### src/rtl/relu_maxpool2d_stream.sv
// ReLU followed by 2x2 stride-2 max-pooling on a raster stream of FP32 pixels.
// Max is a bit-pattern compare, exact for the non-negative values left after ReLU.
module relu_maxpool2d_stream #(
    parameter int DATA_WIDTH = 32,
    parameter int WIDTH      = 56,
    parameter int HEIGHT     = 56
) (
    input  logic                  clk,
    input  logic                  rst,
    input  logic [DATA_WIDTH-1:0] data_in,
    input  logic                  valid_in,
    output logic [DATA_WIDTH-1:0] data_out,
    output logic                  valid_out,
    output logic                  frame_done
);

    localparam int CW = (WIDTH  > 2) ? $clog2(WIDTH)     : 1;
    localparam int RW = (HEIGHT > 2) ? $clog2(HEIGHT)    : 1;
    localparam int LW = (WIDTH  > 2) ? $clog2(WIDTH / 2) : 1;
    localparam int LD = WIDTH / 2;

    function automatic logic [DATA_WIDTH-1:0] relu(input logic [DATA_WIDTH-1:0] x);
        return x[DATA_WIDTH-1] ? '0 : x;
    endfunction

    function automatic logic [DATA_WIDTH-1:0] fmax(input logic [DATA_WIDTH-1:0] a,
                                                   input logic [DATA_WIDTH-1:0] b);
        return (a > b) ? a : b;
    endfunction

    logic [CW-1:0]         col_q, col_d;
    logic [RW-1:0]         row_q, row_d;
    logic [DATA_WIDTH-1:0] h_q;
    logic [DATA_WIDTH-1:0] lbuf_q [LD];
    logic [DATA_WIDTH-1:0] data_out_q;
    logic                  valid_out_q;
    logic                  frame_done_q;
    logic [DATA_WIDTH-1:0] r;
    logic [DATA_WIDTH-1:0] h;
    logic [LW-1:0]         lidx;
    logic                  col_last;
    logic                  row_last;

    always_comb begin
        r        = relu(data_in);
        h        = fmax(h_q, r);
        lidx     = LW'(col_q >> 1);
        col_last = (col_q == CW'(WIDTH - 1));
        row_last = (row_q == RW'(HEIGHT - 1));
        col_d    = col_q;
        row_d    = row_q;
        if (valid_in) begin
            col_d = col_last ? '0 : col_q + CW'(1);
            if (col_last) begin
                row_d = row_last ? '0 : row_q + RW'(1);
            end
        end
    end

    always_ff @(posedge clk) begin
        if (rst) begin
            col_q        <= '0;
            row_q        <= '0;
            h_q          <= '0;
            data_out_q   <= '0;
            valid_out_q  <= 1'b0;
            frame_done_q <= 1'b0;
        end else begin
            col_q        <= col_d;
            row_q        <= row_d;
            valid_out_q  <= 1'b0;
            frame_done_q <= 1'b0;
            if (valid_in) begin
                if (!col_q[0]) begin
                    h_q <= r;
                end else if (row_q[0]) begin
                    data_out_q   <= fmax(lbuf_q[lidx], h);
                    valid_out_q  <= 1'b1;
                    frame_done_q <= row_last && col_last;
                end
            end
        end
    end

    // Even rows park their horizontal maxima; the following odd row reads them back.
    always_ff @(posedge clk) begin
        if (!rst && valid_in && col_q[0] && !row_q[0]) begin
            lbuf_q[lidx] <= h;
        end
    end

    assign data_out   = data_out_q;
    assign valid_out  = valid_out_q;
    assign frame_done = frame_done_q;

endmodule

### config.mk
export PLATFORM = sky130hd
export DESIGN_NAME = relu_maxpool2d_stream
export DESIGN_NICKNAME = d
export VERILOG_FILES = /design/src/rtl/relu_maxpool2d_stream.sv
export SDC_FILE = /design/constraint.sdc
export NUM_CORES = 1
export LEC_CHECK = 0
export CORE_UTILIZATION = 50
export DETAILED_ROUTE_END_ITERATION = 16
export GPL_TIMING_DRIVEN = 0
export PLACE_DENSITY = 0.77
export REMOVE_ABC_BUFFERS = 1
export SLEW_MARGIN = 20
export SYNTH_ARGS = -nofsm -noshare
export SYNTH_HDL_FRONTEND = slang
export SYNTH_SLANG_ARGS = --single-unit
### constraint.sdc
create_clock -name clk -period 6.8 [get_ports clk]
set_input_delay 1.36 -clock clk [delete_from_list [all_inputs] [get_ports clk]]
set_output_delay 1.36 -clock clk [all_outputs]
set_load 0.01 [all_outputs]
==> impl_metrics.json <==
{
  "dp_hpwl_um": 65600,
  "timing.final.hold_violations": 0,
  "relSlewSlack_pct": 32.7,
  "arrival_ns": 7.22,
  "leakage_nw": 14.7,
  "max_cap_violations": 0,
  "synth-edff-count": 868,
  "cp-end-kind": "register",
  "antenna_cells": 0,
  "finalSetupViolations": 0,
  "clock-root-buffer": "clkbuf_16",
  "synthesis.area_um2": 38400,
  "cp.buffers_inverters": 5,
  "cp_top_family": "compound AO/OA/AOI/OAI gates",
  "worstReg2RegEnd": "data_out[25]",
  "drtIter0Drc": 2619,
  "fin_crit_sh_pct": 98.0,
  "tns_ns": 0,
  "vias": 21400,
  "core_area_um2": 75900,
  "critPathSlowestCell": "clkdlybuf4s50_1",
  "ff2ff_path_depth": 15,
  "grt_overflow": 0,
  "final_nets": 2326,
  "design_area_um2": 45300,
  "start_util_pct": 50.6,
  "fin_crit_ns": 6.66,
  "design_power_total_w": 0.0124,
  "syn2layout_area_growth_pct": 17.8,
  "hold_path_depth": 2,
  "grt_usage_pct": 26.0,
  "die_w_um": 279,
  "ir_worst_vdd_mv": 0.225,
  "ant_nets": 0,
  "gp_congestion": 0.827,
  "hold_buffers": 0,
  "worstSkewPairLatency_ns": 0.65,
  "synth.distinct_cells": 52,
  "yosysSeqAreaShare_pct": 72.1,
  "drv_slew": 0,
  "num_rows": 101,
  "worstHoldStart": "h_q[22]",
  "r2r_slack_ns": 1.41,
  "drc_errors": 0,
  "wl_um": 99600,
  "max_freq_mhz": 150,
  "critPathKind": "input pin to register",
  "layout-drive-gt1-share_pct": 21.0,
  "synthArstFlopShare_pct": 0,
  "placed_area_um2": 42100,
  "first_pass_iters": 6,
  "first_global_vias": 21700,
  "power_density_nw_per_um2": 273,
  "avgSynthCellArea_um2": 18.3,
  "hp-class": "register to register",
  "cts_buffers": 92,
  "die_area_um2": 77900,
  "grt_max_degree": 53,
  "ys_warn_count": 0,
  "die_h_um": 279,
  "port_buffers": 67,
  "slowest_delay_ns": 0.61,
  "antenna_found_initial": 0,
  "worstPathMaxFanout": 23,
  "rsz0062_at_grt": "no",
  "grt_pass1_wl_um": 145000,
  "wl_per_cell_um": 29.9,
  "cts_tree": "built",
  "cts.sinks": 949,
  "yosys_most_used_dff": "edfxtp_1",
  "cts.reportedPaths.clkPinSlew_ns": 0.06,
  "status": "finished, final reports clean",
  "routed_via_density": 6.41,
  "ys_seq_elements": 949,
  "setup.worst_path.start_class": "input pin",
  "clk_path_buf_depth": 3,
  "synth_cells": 2097,
  "ios": 69,
  "htreeDepth": 3,
  "hold_end": "h_q[22]",
  "synth_top_area_share_pct": 67.8,
  "yosysTopAreaCell": "edfxtp_1",
  "critPathRequiredTime_ns": 7.36,
  "path_cells": "clkdlybuf4s50_1 > nor2b_1 > inv_1 > ha_1 > a21oi_1 > o21ai_0 > a22oi_1 > a31oi_2 > o21ai_4 > buf_8 > buf_16 > mux2i_1 > ha_1 > nand4_1 > nor4_2 > nand3_1 > a22oi_2 > o21ai_4 > nand2b_2 > buf_12 > o21ai_1",
  "synthTopCellsByArea": "edfxtp_1 68%, mux4_2 10%, dfxtp_1 4.2%",
  "finClkSkew_ns": 0.0261,
  "tightest_slew_ns": 1.01
}
==> placed cells by master, fill, tap and decap left out, types with 26 or more instances in the layout <==
master,count
nand2_1,105
inv_1,65
ha_1,64
o21ai_1,30
nand3_1,26
dfxtp_1,76
nor2b_1,36
a32oi_1,35
nor2_4,31
clkdlybuf4s50_1,65
mux4_2,177
a21oi_1,56
edfxtp_1,868
clkbuf_16,94
mux2i_1,149
buf_16,65
==> per-stage QoR <==
stage          cells  util (%)  hold slack (ns)  setup WS, ns
2_1_floorplan   1978         -            0.441         -5.75
3_3_place_gp    3075      52.3            0.456        -15.51
3_5_place_dp    3157      55.4            0.470        -0.892
4_1_cts         3332      59.6            0.478        0.0847
5_1_grt         3335      59.6            0.509        0.0293
6_report        3335      59.6            0.479         0.139
==> how the worst max path moves through the flow <==
stage	from	to	slack (ns)	cells after the start
4_1_cts	data_in[23]	data_out[25]	0.08	21
6_report	data_in[11]	data_out[25]	0.14	21
3_3_place_gp	register	data_out[26]	-15.51	12
3_5_place_dp	data_in[25]	data_out[24]	-0.89	20
5_1_grt	data_in[29]	data_out[25]	0.03	21
2_1_floorplan	register	data_out[10]	-5.75	12
==> cell type report <==
cell class | count | area, um^2
repair buffers | 154 | 2820
well taps | 1030 | 1290
inverters | 65 | 244
fillers | 5192 | 30700
clock inverters | 51 | 581
clock buffers | 121 | 2510
flip-flops and latches | 949 | 27700
multi-input cells | 965 | 10100
==> kinds of logic after synthesis <==
family / after synthesis / share of synthesized area [%]
flops: 949 / 72.1
mux: 344 / 14.8
simple gates: 287 / 3.64
compound gates: 260 / 4.83
buf+inv: 184 / 2.41
fa+ha+maj: 64 / 2.08
xor+xnor: 8 / 0.182
other cells: 1 / 0.00976
==> cells in the mapped netlist (all sizes together), types with 24 or more instances <==
library cell and instances:
mux4 177, edfxtp 868, dfxtp 81, buf 63, mux2i 150, nand3 26
a221oi 24, clkbuf 56, nor2 50, o21ai 49, a21oi 56, a32oi 35
a22oi 26, inv 65, nor2b 41, ha 64, nand2 105
==> per-layer routing <==
| metal | vias up | share of wire (%) | global-route usage (%) |
|---|---|---|---|
| li1 | 8744 | - | - |
| met1 | 10800 | 36 | 33.2 |
| met2 | 1448 | 49 | 43.1 |
| met3 | 357 | 10 | 4.61 |
| met4 | 0 | 5.3 | 12.8 |
| met5 | - | 0 | 0 |
==> worst reg2reg max path: stages (launching register included) <==
cell and delay (ns):
dfxtp_4 0.79, buf_16 0.33, buf_16 0.35, and2_1 0.72, a221oi_1 0.25, o21ai_0 0.17
nand3_1 0.15, ha_1 0.32, nand4_1 0.26, nor3_2 0.40, nand3_1 0.18, a22oi_2 0.36
o21ai_4 0.19, nand2b_2 0.39, buf_12 0.26, o21ai_1 0.20
==> sequential cells by signal, summed over array words and instances (netlist names), named ones only <==
signal / cells
h_q: 31
frame_done: 1
lbuf_q: 868
valid_out: 1
data_out: 31
col_q: 6
row_q: 6
==> where the power goes <==
group	internal, W	total (W)	switching, W	leakage, nW
Clock	0.00304	0.00521	0.00217	1.51
Sequential	0.00644	0.00647	0.0000256	8.61
Combinational	0.000261	0.000697	0.000436	4.61
Total	0.00974	0.0124	0.00263	14.7
==> repair_timing <==
item,CTS,global route
cloned,1,0
gates resized for setup,1,4
setup endpoints to repair,30,23
pin swaps,2,1
buffers inserted,2,3
(Power assumes the default switching activity.)
